--- config.mk ---
export PLATFORM = sky130hd
export DESIGN_NAME = ddr_axi_wr_flat
export DESIGN_NICKNAME = d
export VERILOG_FILES = /design/src/rtl/ddr_axi_wr_if.sv /design/src/rtl/ddr_axi_wr.sv /design/src/flat_wrapper.sv
export SDC_FILE = /design/constraint.sdc
export NUM_CORES = 1
export LEC_CHECK = 0
export ABC_AREA = 1
export CORE_MARGIN = 5
export CORE_UTILIZATION = 60
export CTS_BUF_LIST = sky130_fd_sc_hd__clkbuf_2 sky130_fd_sc_hd__clkbuf_4 sky130_fd_sc_hd__clkbuf_8
export DETAILED_ROUTE_END_ITERATION = 12
export DONT_BUFFER_PORTS = 1
export GPL_TIMING_DRIVEN = 0
export PLACE_DENSITY_LB_ADDON = 0.05
export SLEW_MARGIN = 5
export SYNTH_ARGS = -nofsm -noshare
export SYNTH_HDL_FRONTEND = slang
export SYNTH_SLANG_ARGS = --single-unit
--- constraint.sdc ---
create_clock -name clk -period 2.1 [get_ports clk]
set_input_delay 0.42 -clock clk [delete_from_list [all_inputs] [get_ports clk]]
set_output_delay 0.42 -clock clk [all_outputs]
set_load 0.03 [all_outputs]
--- src/rtl/ddr_axi_wr_if.sv ---
// AXI4 write-channel bundle (AW, W, B) between the ddr_axi_wr master and a
// DDR controller slave port. Signal names drop the m_axi_ prefix; the
// instance name carries it at the point of use.
interface ddr_axi_wr_if #(
  parameter int DATA_WIDTH = 64,
  parameter int ADDR_WIDTH = 29
);

  // Write address channel
  logic [ADDR_WIDTH-1:0]   awaddr;
  logic [7:0]              awlen;
  logic [2:0]              awsize;
  logic [1:0]              awburst;
  logic                    awvalid;
  logic                    awready;

  // Write data channel
  logic [DATA_WIDTH-1:0]   wdata;
  logic [DATA_WIDTH/8-1:0] wstrb;
  logic                    wlast;
  logic                    wvalid;
  logic                    wready;

  // Write response channel
  logic [1:0]              bresp;
  logic                    bvalid;
  logic                    bready;

  modport master (
    output awaddr, awlen, awsize, awburst, awvalid,
    input  awready,
    output wdata, wstrb, wlast, wvalid,
    input  wready,
    input  bresp, bvalid,
    output bready
  );

  modport slave (
    input  awaddr, awlen, awsize, awburst, awvalid,
    output awready,
    input  wdata, wstrb, wlast, wvalid,
    output wready,
    output bresp, bvalid,
    input  bready
  );

endinterface

--- src/rtl/ddr_axi_wr.sv ---
// ddr_axi_wr: AXI4 write master that streams a first-word-fall-through FIFO
// into a sequence of equal-length INCR bursts. One command describes the
// start address, the beats per burst and the number of bursts. Bursts are
// strictly serialised: the next address phase starts only after the write
// response of the current burst, so at most one burst is ever outstanding.
module ddr_axi_wr #(
  parameter int DATA_WIDTH      = 64,
  parameter int ADDR_WIDTH      = 29,
  parameter int BURST_LEN_WIDTH = 8,
  parameter int NUM_BURST_WIDTH = 8
) (
  input  logic                       clk,
  input  logic                       rst,

  // Command side
  input  logic                       wr_start,
  input  logic [BURST_LEN_WIDTH-1:0] wr_burst_len,
  input  logic [NUM_BURST_WIDTH-1:0] wr_num_burst,
  input  logic [ADDR_WIDTH-1:0]      wr_start_addr,
  output logic                       wr_ready,
  output logic                       wr_done,
  output logic                       wr_err,

  // Write FIFO (first-word-fall-through)
  output logic                       wr_fifo_rd_en,
  input  logic [DATA_WIDTH-1:0]      wr_fifo_rd_data,
  input  logic                       wr_fifo_empty,

  // AXI4 write channels
  ddr_axi_wr_if.master               m_axi
);

  localparam int BYTES_PER_BEAT = DATA_WIDTH / 8;
  localparam int SIZE_LOG2      = $clog2(BYTES_PER_BEAT);
  localparam int STEP_W         = BURST_LEN_WIDTH + SIZE_LOG2 + 1;

  localparam logic [2:0] AXI_SIZE  = 3'(SIZE_LOG2);
  localparam logic [1:0] AXI_INCR  = 2'b01;
  localparam logic [1:0] RESP_OKAY = 2'b00;

  typedef enum logic [2:0] {
    ST_IDLE = 3'd0,
    ST_AW   = 3'd1,
    ST_W    = 3'd2,
    ST_B    = 3'd3,
    ST_DONE = 3'd4
  } state_t;

  // AXI awlen is fixed at 8 bits; the command field may be narrower or wider.
  function automatic logic [7:0] to_awlen(input logic [BURST_LEN_WIDTH-1:0] len);
    return 8'(len);
  endfunction

  // Byte distance between consecutive burst start addresses:
  // (len + 1) beats of DATA_WIDTH/8 bytes, wrapped to the address width.
  function automatic logic [ADDR_WIDTH-1:0] burst_bytes(input logic [BURST_LEN_WIDTH-1:0] len);
    logic [STEP_W-1:0] beats;
    beats = STEP_W'(len) + STEP_W'(1'b1);
    return ADDR_WIDTH'(beats << SIZE_LOG2);
  endfunction

  state_t                     state_r;
  state_t                     state_s;
  logic [BURST_LEN_WIDTH-1:0] len_r;
  logic [BURST_LEN_WIDTH-1:0] beat_r;
  logic [NUM_BURST_WIDTH-1:0] remain_r;
  logic [ADDR_WIDTH-1:0]      addr_r;
  logic                       err_r;

  logic                       wvalid_s;
  logic                       aw_hs_s;
  logic                       w_hs_s;
  logic                       b_hs_s;
  logic                       last_beat_s;
  logic                       more_bursts_s;

  // Handshake and burst-position decode shared by the FSM and the datapath
  always_comb begin
    wvalid_s      = (state_r == ST_W) && !wr_fifo_empty;
    aw_hs_s       = (state_r == ST_AW) && m_axi.awready;
    w_hs_s        = wvalid_s && m_axi.wready;
    b_hs_s        = (state_r == ST_B) && m_axi.bvalid;
    last_beat_s   = (beat_r == len_r);
    more_bursts_s = (remain_r != NUM_BURST_WIDTH'(1'b1));
  end

  // State register; reset abandons any transaction in flight
  always_ff @(posedge clk or posedge rst) begin
    if (rst) begin
      state_r <= ST_IDLE;
    end else begin
      state_r <= state_s;
    end
  end

  // Next-state logic
  always_comb begin
    state_s = state_r;
    case (state_r)
      ST_IDLE: begin
        if (wr_start) begin
          if (wr_num_burst == {NUM_BURST_WIDTH{1'b0}}) begin
            state_s = ST_DONE;
          end else begin
            state_s = ST_AW;
          end
        end else begin
          state_s = ST_IDLE;
        end
      end
      ST_AW: begin
        if (aw_hs_s) begin
          state_s = ST_W;
        end else begin
          state_s = ST_AW;
        end
      end
      ST_W: begin
        if (w_hs_s && last_beat_s) begin
          state_s = ST_B;
        end else begin
          state_s = ST_W;
        end
      end
      ST_B: begin
        if (b_hs_s) begin
          if (more_bursts_s) begin
            state_s = ST_AW;
          end else begin
            state_s = ST_DONE;
          end
        end else begin
          state_s = ST_B;
        end
      end
      ST_DONE: begin
        state_s = ST_IDLE;
      end
      default: begin
        state_s = ST_IDLE;
      end
    endcase
  end

  // Command latch, beat counter, burst address and sticky error
  always_ff @(posedge clk or posedge rst) begin
    if (rst) begin
      len_r    <= {BURST_LEN_WIDTH{1'b0}};
      beat_r   <= {BURST_LEN_WIDTH{1'b0}};
      remain_r <= {NUM_BURST_WIDTH{1'b0}};
      addr_r   <= {ADDR_WIDTH{1'b0}};
      err_r    <= 1'b0;
    end else begin
      case (state_r)
        ST_IDLE: begin
          if (wr_start) begin
            len_r    <= wr_burst_len;
            remain_r <= wr_num_burst;
            addr_r   <= wr_start_addr;
            beat_r   <= {BURST_LEN_WIDTH{1'b0}};
            err_r    <= 1'b0;
          end
        end
        ST_AW: begin
          // Every burst starts counting beats from zero.
          beat_r <= {BURST_LEN_WIDTH{1'b0}};
        end
        ST_W: begin
          // Only a completed handshake advances; empty FIFO or wready=0 hold.
          if (w_hs_s) begin
            if (last_beat_s) begin
              beat_r <= {BURST_LEN_WIDTH{1'b0}};
            end else begin
              beat_r <= beat_r + BURST_LEN_WIDTH'(1'b1);
            end
          end
        end
        ST_B: begin
          if (b_hs_s) begin
            if (m_axi.bresp != RESP_OKAY) begin
              err_r <= 1'b1;
            end
            remain_r <= remain_r - NUM_BURST_WIDTH'(1'b1);
            // Address only moves when another burst follows, so awaddr keeps
            // showing the last burst address once the command has finished.
            if (more_bursts_s) begin
              addr_r <= addr_r + burst_bytes(len_r);
            end
          end
        end
        ST_DONE: begin
          beat_r <= {BURST_LEN_WIDTH{1'b0}};
        end
        default: begin
          beat_r <= {BURST_LEN_WIDTH{1'b0}};
        end
      endcase
    end
  end

  // Output decode: every output is a function of flops, except the W-channel
  // valid/pop which must follow the FIFO flag and the slave ready directly
  always_comb begin
    wr_ready      = (state_r == ST_IDLE);
    wr_done       = (state_r == ST_DONE);
    wr_err        = err_r;
    wr_fifo_rd_en = w_hs_s;

    m_axi.awaddr  = addr_r;
    m_axi.awlen   = to_awlen(len_r);
    m_axi.awsize  = AXI_SIZE;
    m_axi.awburst = AXI_INCR;
    m_axi.awvalid = (state_r == ST_AW);

    m_axi.wdata   = wr_fifo_rd_data;
    m_axi.wstrb   = {BYTES_PER_BEAT{1'b1}};
    m_axi.wvalid  = wvalid_s;
    m_axi.wlast   = (state_r == ST_W) && last_beat_s;

    m_axi.bready  = (state_r == ST_B);
  end

endmodule

--- src/flat_wrapper.sv ---
// flat-port wrapper written by rule: the top's interface ports become plain ports
module ddr_axi_wr_flat 
#(
  parameter int DATA_WIDTH      = 64,
  parameter int ADDR_WIDTH      = 29,
  parameter int BURST_LEN_WIDTH = 8,
  parameter int NUM_BURST_WIDTH = 8
)
  (clk, rst, wr_start, wr_burst_len, wr_num_burst, wr_start_addr, wr_ready, wr_done, wr_err, wr_fifo_rd_en, wr_fifo_rd_data, wr_fifo_empty, m_axi_awaddr, m_axi_awlen, m_axi_awsize, m_axi_awburst, m_axi_awvalid, m_axi_awready, m_axi_wdata, m_axi_wstrb, m_axi_wlast, m_axi_wvalid, m_axi_wready, m_axi_bresp, m_axi_bvalid, m_axi_bready);
  ddr_axi_wr_if #(.DATA_WIDTH(DATA_WIDTH), .ADDR_WIDTH(ADDR_WIDTH)) m_axi_i ();
  input  logic clk;
  input  logic rst;
  input  logic wr_start;
  input  logic [BURST_LEN_WIDTH-1:0] wr_burst_len;
  input  logic [NUM_BURST_WIDTH-1:0] wr_num_burst;
  input  logic [ADDR_WIDTH-1:0] wr_start_addr;
  output logic wr_ready;
  output logic wr_done;
  output logic wr_err;
  output logic wr_fifo_rd_en;
  input  logic [DATA_WIDTH-1:0] wr_fifo_rd_data;
  input  logic wr_fifo_empty;
  output wire logic [$bits(m_axi_i.awaddr)-1:0] m_axi_awaddr;
  output wire logic [$bits(m_axi_i.awlen)-1:0] m_axi_awlen;
  output wire logic [$bits(m_axi_i.awsize)-1:0] m_axi_awsize;
  output wire logic [$bits(m_axi_i.awburst)-1:0] m_axi_awburst;
  output wire logic [$bits(m_axi_i.awvalid)-1:0] m_axi_awvalid;
  input wire logic [$bits(m_axi_i.awready)-1:0] m_axi_awready;
  output wire logic [$bits(m_axi_i.wdata)-1:0] m_axi_wdata;
  output wire logic [$bits(m_axi_i.wstrb)-1:0] m_axi_wstrb;
  output wire logic [$bits(m_axi_i.wlast)-1:0] m_axi_wlast;
  output wire logic [$bits(m_axi_i.wvalid)-1:0] m_axi_wvalid;
  input wire logic [$bits(m_axi_i.wready)-1:0] m_axi_wready;
  input wire logic [$bits(m_axi_i.bresp)-1:0] m_axi_bresp;
  input wire logic [$bits(m_axi_i.bvalid)-1:0] m_axi_bvalid;
  output wire logic [$bits(m_axi_i.bready)-1:0] m_axi_bready;
  assign m_axi_awaddr = m_axi_i.awaddr;
  assign m_axi_awlen = m_axi_i.awlen;
  assign m_axi_awsize = m_axi_i.awsize;
  assign m_axi_awburst = m_axi_i.awburst;
  assign m_axi_awvalid = m_axi_i.awvalid;
  assign m_axi_i.awready = m_axi_awready;
  assign m_axi_wdata = m_axi_i.wdata;
  assign m_axi_wstrb = m_axi_i.wstrb;
  assign m_axi_wlast = m_axi_i.wlast;
  assign m_axi_wvalid = m_axi_i.wvalid;
  assign m_axi_i.wready = m_axi_wready;
  assign m_axi_i.bresp = m_axi_bresp;
  assign m_axi_i.bvalid = m_axi_bvalid;
  assign m_axi_bready = m_axi_i.bready;
  ddr_axi_wr #(.DATA_WIDTH(DATA_WIDTH), .ADDR_WIDTH(ADDR_WIDTH), .BURST_LEN_WIDTH(BURST_LEN_WIDTH), .NUM_BURST_WIDTH(NUM_BURST_WIDTH)) u_core (.clk(clk), .rst(rst), .wr_start(wr_start), .wr_burst_len(wr_burst_len), .wr_num_burst(wr_num_burst), .wr_start_addr(wr_start_addr), .wr_ready(wr_ready), .wr_done(wr_done), .wr_err(wr_err), .wr_fifo_rd_en(wr_fifo_rd_en), .wr_fifo_rd_data(wr_fifo_rd_data), .wr_fifo_empty(wr_fifo_empty), .m_axi(m_axi_i));
endmodule
==> summary.txt <==
Floorplan
  – Initial Utilization: between 60% and 70%
  – I/O pins: 240
  – Core Region: 8130 um^2
  – Die H: between 100 and 150 um
  – Chip width: 101 um
  – FP Rows: 33
  – Die Area: 10100 um^2

Place
  – Placed insts: slightly below 900
  – DPL Wire Length: around 12000 um
  – DP Area: a little over 5000 um^2
  – Final Wtd Congestion: between 0.9 and 1
  – I/O Buffers: 0

Layout
  – Fin cells: about 930
  – Layout cells sized above 1: between 20% and 30%
  – Finished Cell Area: between 5000 and 6000 um^2
  – Antenna diodes: 0
  – Synthesis-to-layout area growth: 18.5%
  – Final Util: around 72%
  – Nets: 948

Run status
  – Failing checks: negative setup slack
  – Status: complete, but fails checks

Pwr
  – LEAKAGE: roughly 3.0 nW
  – Pwr Total: around 10 mW
  – Peak supply drop: between 800 and 900 uV
  – Pwr dens: ~1800 nW/um^2

Timing
  – Unrepaired setup endpoints after global routing: true
  – Hold_ws: 0.176 ns
  – Max Slew Vio Count: 0
  – Setup ws final: -0.562 ns
  – Final setup vio count: 23
  – Final Hold Violating Endpoints: 0
  – Clk_skew: between 0.009 and 0.01 ns
  – Fin crit share: 127%
  – Minimum clock period: between 2 and 3 ns
  – Fmax: about 0.38 GHz
  – Worst-margin pin slew: 0.942 ns
  – Rel. slew slack: 36.7%

Critical path
  – Crit-path max FO: 4
  – Worst path most repeated cell: nand2_1
  – Register-to-Register Path Depth: 16
  – Max incr delay on CP: approximately 0.55 ns
  – Worst Setup Start Kind: flop
  – Element type at the critical path end: flop
  – Cell Chain, Critical Path: inv_4, nor3_4, nand3_2, nor2_2, nand2_2, xor2_4, ha_4, nand2_4, nor2_2, nand3_1, nand3_2, nand2_1, nand2_1, nand3_1, nand2_1, nand2_1
  – CP arrival: between 2 and 3 ns
  – Slowest cell on crit path: dfrtp_2
  – Critical path class: flop to flop
  – Required @ worst endpoint: approximately 2.3 ns
  – Worst R2R Setup Slack: -0.56 ns

Route
  – Drt pass-1 iters: 6
  – Via density: 5.36
  – DR WL/cell: ~17 um
  – Remaining DRCs: 0
  – Vias: 4961
  – Initial DRC Count: about 320
  – Post-Route WL: 15400 um
  – Post-route ant nets: 0

Logic synthesis
  – Commonest cells post-synth: nand2_1, inv_1, nor2_1, buf_4, dfrtp_1
  – Mean area per synthesized cell: ~6.4 um^2
  – Number of synthesized flops with an enable pin: 0
  – Syn Inst Count: 777
  – Ys async rst share: 100%
  – Synth area leader: dfrtp_1
  – Main synth FF type: dfrtp_1
  – Count leader, synth: nand2_1
  – Post-synthesis cell type count: 38
  – Share of the synthesized area in the top cell type: 28.9%
  – Synth Cell Area: roughly 4900 um^2
  – Top cells by area, synth: dfrtp_1, nand2_1, buf_4
  – Syn. warnings: 0
  – FF+latch count, synth: 57
  – Register area share after synthesis: approximately 29%

CTS
  – Clock tree buffer depth: 2
  – Clock sink count: 57
  – CTS H-tree lvls: 3
  – CTS root buffer: clkbuf_8
  – Clock latency on the worst-skew pair: around 0.36 ns
  – Cts bufs inserted: 9
  – CTS tree: yes
  – CTS clk-pin slew, worst paths: 0.08 ns

Global routing
  – Met1 Usage GRT: roughly 34%
  – Vias in the first global route: 4659
  – Largest net degree at the start of global routing: 37
  – Initial antenna violation count: 0
  – Met2 usage: approximately half
  – First-pass GRT wire length: about 23000 um
  – Most Crowded Layer GR: met2
  – Total Routing Usage GR: about 28%
  – Gr ovfl total: 0
  – Met3 usage: under 10%

Hold path
  – Hold Path Class: input pin to flop
  – Hold depth: 2

Job
  – # Max-Cap Violations: 0
==> sequential cells by signal (all words and copies together) (netlist names) <==
signal               cells
u_core.wr_err            1
u_core.state_r           3
u_core.beat_r            8
u_core.m_axi.awaddr     29
u_core.m_axi.awlen       8
u_core.remain_r          8
==> placed cells by master (no fill, tap or decap), types with 2 or more instances in the layout <==
cell / count
a21oi_1: 19
and2_1: 2
buf_2: 3
buf_4: 90
buf_6: 4
clkbuf_1: 7
clkbuf_2: 2
clkbuf_8: 10
clkinv_2: 3
conb_1: 13
dfrtp_1: 49
dfrtp_2: 8
ha_1: 5
ha_4: 7
inv_1: 90
inv_2: 14
inv_4: 2
nand2_1: 223
nand2_2: 25
nand2_4: 5
nand3_1: 44
nand3_2: 8
nand3_4: 3
nand3b_1: 2
nand4_1: 10
nor2_1: 69
nor2_2: 9
nor2_4: 2
nor3_1: 9
nor3_4: 5
o21ai_0: 26
o21ai_1: 7
o22ai_1: 2
o31ai_1: 3
xnor2_1: 7
xor2_1: 14
==> layout make-up <==
class                      count  area (um^2)
multi-input combinational    532         2880
fill                         684         2280
sequential                    57         1440
buffer                        92          652
inverter                     107          408
timing repair buffer          17          154
clock buffer                  10          138
tap                          105          131
clock inverter                 5         56.3
==> final timing paths <==
check | start | end
min reg2reg | u_core.beat_r[7] | u_core.beat_r[7]
min | wr_start_addr[2] | u_core.m_axi.awaddr[2]
max in group asynchronous | rst | u_core.m_axi.awlen[2]
max | u_core.m_axi.awlen[0] | u_core.m_axi.awaddr[21]
max reg2reg | u_core.m_axi.awlen[0] | u_core.m_axi.awaddr[21]
min in group asynchronous | rst | u_core.remain_r[3]
==> routing by layer <==
layer	vias up	share of wire, %
met5	-	0
met4	0	2.5
met3	37	9.9
met2	266	50
met1	2258	38
li1	2400	-
==> what timing repair did <==
| action | in CTS | in global routing |
|---|---|---|
| endpoints found under the hold margin | 18 | 0 |
| hold buffers | 1 | 0 |
| pin swaps | 24 | 18 |
| gates resized for setup | 52 | 41 |
| buffers inserted | 7 | 8 |
| endpoints found under the setup margin | 26 | 30 |
==> report_power, final <==
group	internal, mW	switching (mW)
combinational	2.33	3.80
clock	0.571	0.507
sequential	1.59	1.48
==> worst max-delay path: cells and delay by family (launching register included) <==
family | cells | cell delay, ns
AND/OR/NAND/NOR | 13 | 1.43
flip-flops | 1 | 0.55
XOR/XNOR | 1 | 0.18
adder cells (fa/ha/maj) | 1 | 0.31
buffers and inverters | 1 | 0.08
==> kinds of logic (layout without fill, tap and decap cells) <==
family | after synthesis | after routing | share of synthesized area, %
DFF | 57 | 57 | 28.9
other | 2 | 13 | 0.152
xor gates and xnor gates | 23 | 23 | 4.08
adders and majority gates | 14 | 14 | 3.70
and+or+nand+nor | 420 | 420 | 35.1
buffers and inverters | 199 | 231 | 21.3
AOI/OAI and AO/OA | 62 | 62 | 6.84
==> stage by stage <==
step                worst slack [ns]  TNS (ns)
finish                        -0.562    -10.21
global route                  -0.692    -13.98
CTS                           -0.530     -9.01
detailed placement            -0.722    -13.12
global placement              -0.686    -40.41
floorplan                     -0.256     -3.91
Note: power is estimated with default switching activity, not from simulation.
